[src/rtl/stack_unit.sv]
// LIFO operand stack for the stack-machine datapath with registered top-of-stack.
// Optional STACK_BYPASS_EN forwards push data / post-pop top into dout.
module stack_unit #(
   parameter int WIDTH = 8,
   parameter int DEPTH = 16,
   parameter int PTR_W = $clog2(DEPTH) + 1
) (
   input  logic             clk,
   input  logic             rst,
   input  logic             push,
   input  logic             pop,
   input  logic             tos,
   input  logic [WIDTH-1:0] din,
   output logic [WIDTH-1:0] dout,
   output logic [PTR_W-1:0] count,
   output logic             empty,
   output logic             full,
   output logic             ovf,
   output logic             udf
);

   localparam int AW = $clog2(DEPTH);

   logic [WIDTH-1:0] r_mem [DEPTH];
   logic [PTR_W-1:0] r_sp;
   logic [WIDTH-1:0] r_dout;
   logic             r_ovf;
   logic             r_udf;

   logic             w_empty;
   logic             w_full;
   logic             w_rep;
   logic             w_wr;
   logic             w_pop_ok;
   logic [AW-1:0]    w_wr_idx;
   logic [AW-1:0]    w_top_idx;
   logic [AW-1:0]    w_sec_idx;
   logic [WIDTH-1:0] w_top;
   logic [WIDTH-1:0] w_sec;
   logic [WIDTH-1:0] w_dout_nxt;

   assign w_empty   = (r_sp == '0);
   assign w_full    = (r_sp == PTR_W'(DEPTH));
   assign w_wr_idx  = r_sp[AW-1:0];
   assign w_top_idx = r_sp[AW-1:0] - AW'(1);
   assign w_sec_idx = r_sp[AW-1:0] - AW'(2);
   assign w_top     = r_mem[w_top_idx];
   assign w_sec     = r_mem[w_sec_idx];

   // push+pop on a non-empty stack overwrites the top, even when full
   assign w_rep    = push & pop & ~w_empty;
   assign w_wr     = push & ~w_rep & ~w_full;
   assign w_pop_ok = pop & ~push & ~w_empty;

   always_comb begin
      w_dout_nxt = w_empty ? '0 : w_top;
`ifdef STACK_BYPASS_EN
      if (w_wr || w_rep)
         w_dout_nxt = din;
      else if (pop && !push)
         w_dout_nxt = (w_empty || r_sp == PTR_W'(1)) ? '0 : w_sec;
`endif
   end

   always_ff @(posedge clk) begin
      if (w_wr)
         r_mem[w_wr_idx] <= din;
      else if (w_rep)
         r_mem[w_top_idx] <= din;
   end

   always_ff @(posedge clk or negedge rst) begin
      if (!rst) begin
         r_sp   <= '0;
         r_dout <= '0;
         r_ovf  <= 1'b0;
         r_udf  <= 1'b0;
      end else begin
         if (w_wr)
            r_sp <= r_sp + PTR_W'(1);
         else if (w_pop_ok)
            r_sp <= r_sp - PTR_W'(1);
         if (tos)
            r_dout <= w_dout_nxt;
         if (push && !pop && w_full)
            r_ovf <= 1'b1;
         if ((pop || tos) && w_empty)
            r_udf <= 1'b1;
      end
   end

   assign dout  = r_dout;
   assign count = r_sp;
   assign empty = w_empty;
   assign full  = w_full;
   assign ovf   = r_ovf;
   assign udf   = r_udf;

endmodule

[config.mk]
export PLATFORM = sky130hd
export DESIGN_NAME = stack_unit
export DESIGN_NICKNAME = d
export VERILOG_FILES = /design/src/rtl/stack_unit.sv
export SDC_FILE = /design/constraint.sdc
export NUM_CORES = 1
export LEC_CHECK = 0
export ABC_AREA = 1
export BUFFER_PORTS_ARGS = -buffer_cell sky130_fd_sc_hd__buf_2
export CAP_MARGIN = 5
export CORE_AREA = 2 2 136 138
export CTS_BUF_LIST = sky130_fd_sc_hd__clkbuf_2 sky130_fd_sc_hd__clkbuf_4 sky130_fd_sc_hd__clkbuf_8
export DETAILED_ROUTE_END_ITERATION = 16
export DIE_AREA = 0 0 138 140
export PLACE_DENSITY = 0.59
export SKIP_LAST_GASP = 1
export SYNTH_ARGS = -nofsm -noshare
export SYNTH_HDL_FRONTEND = slang
export SYNTH_SLANG_ARGS = --single-unit
[constraint.sdc]
create_clock -name clk -period 5.6 [get_ports clk]
set_input_delay 0.56 -clock clk [delete_from_list [all_inputs] [get_ports clk]]
set_output_delay 0.56 -clock clk [all_outputs]
set_load 0.05 [all_outputs]
==> Yosys cells after proc, flatten, opt, wreduce, memory -nomap -nowiden <==
Memory sizes are Yosys's and may differ from the RTL's.
Index checks and enable logic that the tools add are counted.
{ "totals": {"register_bits": 15, "ramBits": 128, "in_bits": 13, "output_inout_bits": 17, "wordCells": 38, "mem_count": 1} }
{ "op_classes": {"add_sub_neg": 3, "n_eq_ne": 1, "mux": 11, "bitwise": 10, "n_reduce_logical": 8} }
{ "memory_table": {"columns": ["memory", "words", "width", "rd", "rd_clocked_by_memory_dff", "write_ports", "line", "source"], "rows": [
  ["r_mem", 16, 8, 1, 0, 1, "24", "logic [WIDTH-1:0] r_mem [DEPTH];"]
]} }
{ "op_table": {"columns": ["operator", "n"], "rows": [
  ["8-bit two-way mux", 2],
  ["5-bit two-way mux", 2],
  ["8-bit OR reduction", 1],
  ["1-bit bitwise AND", 6],
  ["1-bit two-way mux", 6],
  ["5-bit by 1-bit adder with 5-bit output, second input constant", 1],
  ["5-bit equality test, second input constant", 1],
  ["5-bit zero test", 1],
  ["5-bit by 1-bit subtractor with 5-bit output, second input constant", 1],
  ["4-bit two-way mux", 1],
  ["1-bit NOT", 4],
  ["4-bit by 1-bit subtractor with 4-bit output, second input constant", 1],
  ["1-bit logical AND", 3],
  ["2-bit nonzero test", 1],
  ["1-bit zero test", 1],
  ["1-bit logical OR", 1]
]} }

==> Depth between registers and ports, before layout <==
Gate-level depths: netlist (run 1).
{ "depth": {"depth_word": 10, "ltp_mapped": 20, "mapped_depth_nobuf": 17} }

==> Worst setup path before layout (run 1) <==
No wires, ideal clock.
{ "synth_timing": {"path_kind": "flip-flop to flip-flop", "from": "reg r_sp[0] (netlist: count[0])", "to": "reg r_sp[4] (netlist: count[4])", "setup_ps": 119, "arrival_time_ps": 2788, "t_required_ps": 5481, "setup_slack_ps": 2693, "path_stages_with_launch": 19, "path_buffers": 3, "synth_period_minus_slack_ps": 2907, "path_cell_list": "dfrtp_1 > buf_2 > inv_2 > buf_4 > buf_2 > ha_1 > nand4_2 > nand2_4 > nand2_1 > inv_1 > fa_1 > inv_1 > nand2_1 > nand2_1 > a21oi_1 > inv_1 > nand3_1 > nand3_1 > nand2_1"} }
{ "synth_via": {"elab_chain_len": 7, "elab_cells_between_ends": 14, "classes_between": "2 x add/sub; 1 x eq/ne; 2 x mux; 7 x bitwise; 2 x reduce/logical"} }
{ "synth_lines": {"columns": ["element", "line", "source"], "rows": [
  ["start, declared", "25", "logic [PTR_W-1:0] r_sp;"],
  ["start signal, assigned", "80", "r_sp <= r_sp + PTR_W'(1);"],
  ["start signal, assigned", "82", "r_sp <= r_sp - PTR_W'(1);"],
  ["branches (longest 7 deep; another with 5-bit by 1-bit subtractor with 5-bit output)", null, null]
]} }
Several ways; the timed one is not identified. The select of a mux whose other input is x is not followed.
A chain may end at the register's enable or synchronous reset.

==> Worst setup path after layout (run 1) <==
{ "layout_timing": {"from": "reg r_sp[0] (netlist: count[0])", "to": "mem r_mem[1][1] (enable)"} }
{ "layout_via": {"elab_chain_len": 10, "elab_cells_between_ends": 17, "classes_between": "1 x add/sub; 1 x eq/ne; 7 x mux; 6 x bitwise; 2 x reduce/logical"} }
{ "layout_lines": {"columns": ["element", "line", "source"], "rows": [
  ["5-bit zero test", "42", "assign w_empty = (r_sp == '0);"],
  ["1-bit NOT", "51", "assign w_rep = push & pop & ~w_empty;"],
  ["1-bit bitwise AND", "51", null],
  ["1-bit NOT", "52", "assign w_wr = push & ~w_rep & ~w_full;"],
  ["1-bit bitwise AND (2 in a row)", "52", null],
  ["1-bit two-way mux", "66", "if (w_wr)"],
  ["1-bit two-way mux (not written as such)", "69", "r_mem[w_top_idx] <= din;"],
  ["8-bit OR reduction (no line)", null, null],
  ["4-bit two-way mux (no line) / 1-bit two-way mux (equally long branches)", null, null],
  ["end, declared", "24", null]
]} }
Parallel ways exist; a longest one is shown, timed or not.

==> results of run 1 <==
==> kinds of logic (layout without fill, tap and decap cells) <==
logic type | count (synthesis) | after routing | synth area share (%)
adders and majority gates | 6 | 6 | 1.350
xor gates and xnor gates | 4 | 4 | 0.6956
DFF | 143 | 143 | 68.97
buffers and inverters | 60 | 100 | 4.070
AOI/OAI and AO/OA | 9 | 9 | 0.8182
and+or+nand+nor | 341 | 341 | 24.09
==> area by class of cell <==
cell class	count	share of cell area [%]
Sequential cell	143	61.55
Multi-Input combinational cell	360	24.05
Tap cell	229	4.179
Clock buffer	18	3.522
Timing Repair Buffer	33	2.591
Clock inverter	13	2.135
Inverter	36	1.971
==> metrics by stage <==
step | power, uW | utilization, % | std cells | setup WS (ns) | cell area, um^2
after global placement | 3112 | 36.33 | 800 | 1.888 | 6459
after CTS | 3957 | 38.56 | 832 | 1.766 | 6857
final | 3948 | 38.56 | 832 | 1.743 | 6857
after floorplan | 2688 | - | 563 | 2.693 | 6117
after global routing | 4220 | 38.56 | 832 | 1.401 | 6857
after detailed placement | 3142 | 36.33 | 800 | 1.777 | 6459
==> state kept, by name (all words and copies together) (netlist names) <==
signal  count
r_mem     128
count       5
dout        8
udf         1
ovf         1
==> per-layer routing <==
metal	routed length [um]	vias up	GRT usage [%]
met1	6406	2049	19.39
met2	7367	153	27.72
li1	-	1978	-
met5	0	-	0
met4	471	0	7.304
met3	957	33	4.068
==> worst max-delay path by stage <==
stage | start | to | slack, ns | cells after the start
floorplan | count[0]$_DFFE_PN0P_ | count[4]$_DFFE_PN0P_ | 2.69 | 18
global placement | count[0]$_DFFE_PN0P_ | r_mem[5][0]$_DFFE_PP_ | 1.89 | 8
detailed placement | count[0]$_DFFE_PN0P_ | r_mem[1][7]$_DFFE_PP_ | 1.78 | 8
CTS | count[0]$_DFFE_PN0P_ | r_mem[5][5]$_DFFE_PP_ | 1.77 | 8
global route | count[0]$_DFFE_PN0P_ | r_mem[1][7]$_DFFE_PP_ | 1.40 | 8
finish | count[0]$_DFFE_PN0P_ | r_mem[1][1]$_DFFE_PP_ | 1.74 | 8
==> power breakdown <==
group	internal [uW]	switching, uW	leakage, uW
combinational	465	1280	0.00118
clock	435	377	0.000188
sequential	1320	65.5	0.00133
==> timing repair <==
item,in CTS,in global routing
hold buffers,1,0
gates resized for setup,0,0
hold endpoints to repair,15,0
==> synth_stat cells, types with 2 or more instances <==
cell      count  share of area (%)
buf_1         2               0.12
ha_1          5                1.0
o21ai_1       2               0.16
clkbuf_1      9               0.55
o21ai_0       2               0.16
edfxtp_1    128                 63
xor2_1        2               0.29
nor2_1       18                1.1
nand2_2       2               0.20
nand3_1     131                 11
nand2_1     186                 11
a21oi_1       3               0.25
inv_2         2               0.12
buf_4         3               0.37
dfrtp_1      15                6.1
buf_2        10               0.82
inv_1        34                2.1
==> flow_metrics.py, run 1 <==
metrics = {
    "final_layout": {
        "area_delta_synth_final_pct": 12.09,
        "diodes": 0,
        "final_common_cell": "nand2_1",
        "finalNetCount": 610,
        "multi_input_area_um2": 1649,
        "regArea_um2": 4220,
        "final_cell_mix": "nand2_1, nand3_1, edfxtp_1, inv_1, buf_2",
        "fillers": 1729,
        "layout-drive-gt1-share_pct": 11.28,
    },
    "clock_network": {
        "clockBufferDepth": 2,
        "clk_pin_slew_ns": 0.08,
        "cts-htree-levels": 4,
        "cts_buffers": 17,
        "cts_tree": "done",
        "root_buffer": "clkbuf_8",
        "numClockSinks": 143,
        "cts_setup_buffers": 0,
        "clock_latency_ns": 0.46,
    },
    "yosys": {
        "synth_seq_cells": 143,
        "synth_cell_type_count": 26,
        "syn_inst": 563,
        "ys.flop_type": "edfxtp_1",
        "netlist_area_um2": 6117,
        "async_flop_share_pct": 10.49,
        "synth_edf_count": 128,
        "syn-num-nets": 582,
        "yosysSeqAreaShare_pct": 68.97,
        "synth.avg_cell_area_um2": 10.87,
        "yosysWarningCount": 0,
    },
    "hold_path": {
        "hp-start": "pop",
        "hold_path_end": "ovf$_DFFE_PN0P_",
        "holdPathStages": 2,
        "hp-class": "input pin to flip-flop",
    },
    "critical_path": {
        "cp.arrival_ns": 3.95,
        "startpoint_type": "flip-flop",
        "critical_path_required_ns": 5.69,
        "crit_type": "flip-flop to flip-flop",
        "timing.rr.start": "count[0]$_DFFE_PN0P_",
        "cp-end-kind": "flip-flop",
        "r2r_slack_ns": 1.74,
        "cpPeakStageDelay_ns": 1.02,
        "crit_chain": "buf_4 > inv_2 > ha_1 > inv_1 > buf_4 > o21ai_1 > nand3_1 > nor2_1",
        "path_buf_inv": 4,
        "crit_top_cell": "buf_4",
        "reg2reg_to": "r_mem[1][1]$_DFFE_PP_",
        "path_delay_family": "adder cells",
        "slowest_stage": "ha_1",
        "crit_fanout": 70,
        "ff2ff_path_depth": 8,
    },
    "global_routing": {
        "grt-ovfl-total": 0,
        "antenna_found_initial": 0,
        "grt_pass1_vias": 4247,
        "grt_start_max_net_pins": 71,
        "grt_pass1_wl_um": 23340,
        "grt.total_usage_pct": 16.20,
    },
    "sta": {
        "fin_crit_sh_pct": 68.87,
        "final.setup_skew_ns": 0.01317,
        "min_period_ns": 3.857,
        "maxSlewViolCount": 0,
        "max_freq_mhz": 259.3,
        "setup_violations": 0,
        "fin_setup_tns_ns": 0,
        "relSlewSlack_pct": 16.28,
        "rsz0062_at_grt": "false",
        "fin_hold_ws_ns": 0.3303,
        "tightest_slew_ns": 1.247,
        "hold_viol": 0,
    },
    "power": {
        "power_density_nw_per_um2": 575.8,
        "leakagePower_uw": 0.002702,
        "irDropWorstVdd_mv": 0.3565,
    },
    "drt": {
        "post_drt_wl_per_cell_um": 18.27,
        "vias": 4213,
        "viasPerCell": 5.064,
        "drc": 0,
        "first_pass_iters": 5,
        "route.antenna.remaining_nets": 0,
        "drt-initial-drc-count": 387,
        "routed_wl_um": 15200,
    },
    "placement": {
        "port_buffers": 29,
        "place.gp.congestion": 0.9107,
        "dp_hpwl_um": 9998,
    },
    "die": {
        "chipWidth_um": 138,
        "initial_core_util_pct": 34.41,
        "fp.coreArea_um2": 17780,
        "ios": 30,
        "fp.dieArea_um2": 19320,
        "die_h_um": 140,
        "core.rowCount": 49,
    },
    "run": {
        "drv_cap": 0,
    },
    "status": {
        "status": "finished clean",
    },
}
Note: power is estimated with default switching activity, not from simulation.
==> run 2: changes to the inputs <==
- PLACE_DENSITY: 0.59 -> 0.6
- clock period: 5.6 -> 3.3 ns (I/O delays scaled with it)
==> run 2 against run 1 <==
Net effect: worst setup slack lost 1.2 ns; sequential share of layout area shrank 1.1 points; critical path depth is the same; count of clock-buffer cells in the layout grew 4; total power grew 77%; sequential power grew 70%; clock skew grew 0.0029 ns; via count shrank 2.9%; first-iteration DRC count shrank 12%; register-to-register slack lost 1.2 ns; clock power grew 97%; highest routed layer unchanged.
==> flow_metrics.py, run 2 (same netlist as run 1, synthesis figures left out) <==
metrics = {
    "status": {
        "status": "finished clean",
    },
    "die": {
        "die_h_um": 140,
        "chipWidth_um": 138,
        "core.rowCount": 49,
        "fp.coreArea_um2": 17780,
        "fp.dieArea_um2": 19320,
        "ios": 30,
        "initial_core_util_pct": 34.41,
    },
    "sta": {
        "relSlewSlack_pct": 47.85,
        "fin_crit_sh_pct": 83.08,
        "hold_viol": 0,
        "final.setup_skew_ns": 0.01608,
        "setup_violations": 0,
        "rsz0062_at_grt": "false",
        "max_freq_mhz": 364.7,
        "maxSlewViolCount": 0,
        "tightest_slew_ns": 0.7794,
        "fin_setup_tns_ns": 0,
        "min_period_ns": 2.742,
    },
    "critical_path": {
        "slowest_stage": "nor2_1",
        "path_buf_inv": 1,
        "crit_type": "flip-flop to flip-flop",
        "cp-end-kind": "flip-flop",
        "cp.arrival_ns": 2.81,
        "crit_chain": "inv_1 > ha_1 > nand4_2 > nand2_4 > nand2_1 > o21ai_1 > nand3_1 > nor2_1",
        "path_delay_family": "simple AND/OR/NAND/NOR gates",
        "crit_fanout": 10,
        "critical_path_required_ns": 3.37,
        "startpoint_type": "flip-flop",
        "cpPeakStageDelay_ns": 0.62,
    },
    "clock_network": {
        "clk_pin_slew_ns": 0.08,
        "cts_tree": "done",
        "numClockSinks": 143,
        "clockBufferDepth": 2,
        "cts-htree-levels": 4,
        "clock_latency_ns": 0.45,
        "cts_buffers": 17,
        "root_buffer": "clkbuf_8",
    },
    "final_layout": {
        "multi_input_area_um2": 1649,
        "final_common_cell": "nand2_1",
        "largest_reg_flops": 128,
        "diodes": 0,
        "fin_util_pct": 39.24,
        "area_delta_synth_final_pct": 14.05,
        "finalNetCount": 615,
        "layout-drive-gt1-share_pct": 12.81,
        "fillers": 1725,
        "finalNonFillerCells": 838,
        "final_cell_mix": "nand2_1, nand3_1, edfxtp_1, inv_1, buf_2",
        "regMostFlops": "r_mem",
        "regArea_um2": 4220,
    },
    "global_routing": {
        "grt_pass1_wl_um": 21670,
        "antenna_found_initial": 0,
        "grt_pass1_vias": 4055,
        "grt_start_max_net_pins": 70,
        "grt-ovfl-total": 0,
        "grt.total_usage_pct": 14.72,
    },
    "drt": {
        "drt-initial-drc-count": 342,
        "drc": 0,
        "routed_wl_um": 13710,
        "route.antenna.remaining_nets": 0,
        "viasPerCell": 4.879,
        "vias": 4089,
        "post_drt_wl_per_cell_um": 16.36,
        "first_pass_iters": 7,
    },
    "placement": {
        "dp.cells": 805,
        "place.gp.congestion": 0.8958,
        "dp_hpwl_um": 9114,
        "port_buffers": 29,
    },
    "power": {
        "leakagePower_uw": 0.002768,
        "power_density_nw_per_um2": 1001,
        "p_total_uw": 6987,
        "irDropWorstVdd_mv": 0.6978,
    },
    "hold_path": {
        "hp-class": "input pin to flip-flop",
    },
    "run": {
        "drv_cap": 0,
    },
}
run 2: routing by layer:
layer	vias up	GRT usage (%)	part of all wire [%]
met1	1950	20.07	46
met5	-	0	0
met3	14	4.137	6.1
met4	0	5.209	1.5
met2	137	22.69	47
li1	1988	-	-
run 2: layout make-up:
class | instances | area share, %
sequential | 143 | 60.49
multi-input combinational | 360 | 23.64
tap | 229 | 4.107
clock buffer | 22 | 4.071
timing repair buffer | 38 | 3.085
clock inverter | 10 | 2.672
inverter | 36 | 1.937
run 2: final timing paths:
check	from	to	slack (ns)	depth (start not counted)
setup / recovery	count[1]$_DFFE_PN0P_	r_mem[6][1]$_DFFE_PP_	0.56	8
min in group asynchronous	rst	count[2]$_DFFE_PN0P_	0.30	2
hold / removal	pop	ovf$_DFFE_PN0P_	0.12	2
hold reg to reg	ovf$_DFFE_PN0P_	ovf$_DFFE_PN0P_	0.47	2
setup reg to reg	count[1]$_DFFE_PN0P_	r_mem[6][1]$_DFFE_PP_	0.56	8
max in group asynchronous	rst	count[0]$_DFFE_PN0P_	2.70	2
run 2: through the flow:
stage	setup slack, ns	instance area, um^2	hold slack [ns]
CTS	0.5406	6977	0.08933
finish	0.5583	6977	0.1177
global route	0.2814	6977	0.1086
floorplan	0.3931	6117	0.03441
detailed placement	0.5689	6496	0.2554
global placement	0.6910	6496	0.2488
run 2: timing repair:
action,in CTS,in global routing
resized for setup,0,0
hold buffers,1,0
hold endpoints to repair,15,0
buffers inserted,0,0
run 2: power breakdown:
group,internal [uW],switching [uW],total (uW)
registers,2240,113,2360
clock network,965,638,1600
logic,833,2200,3030
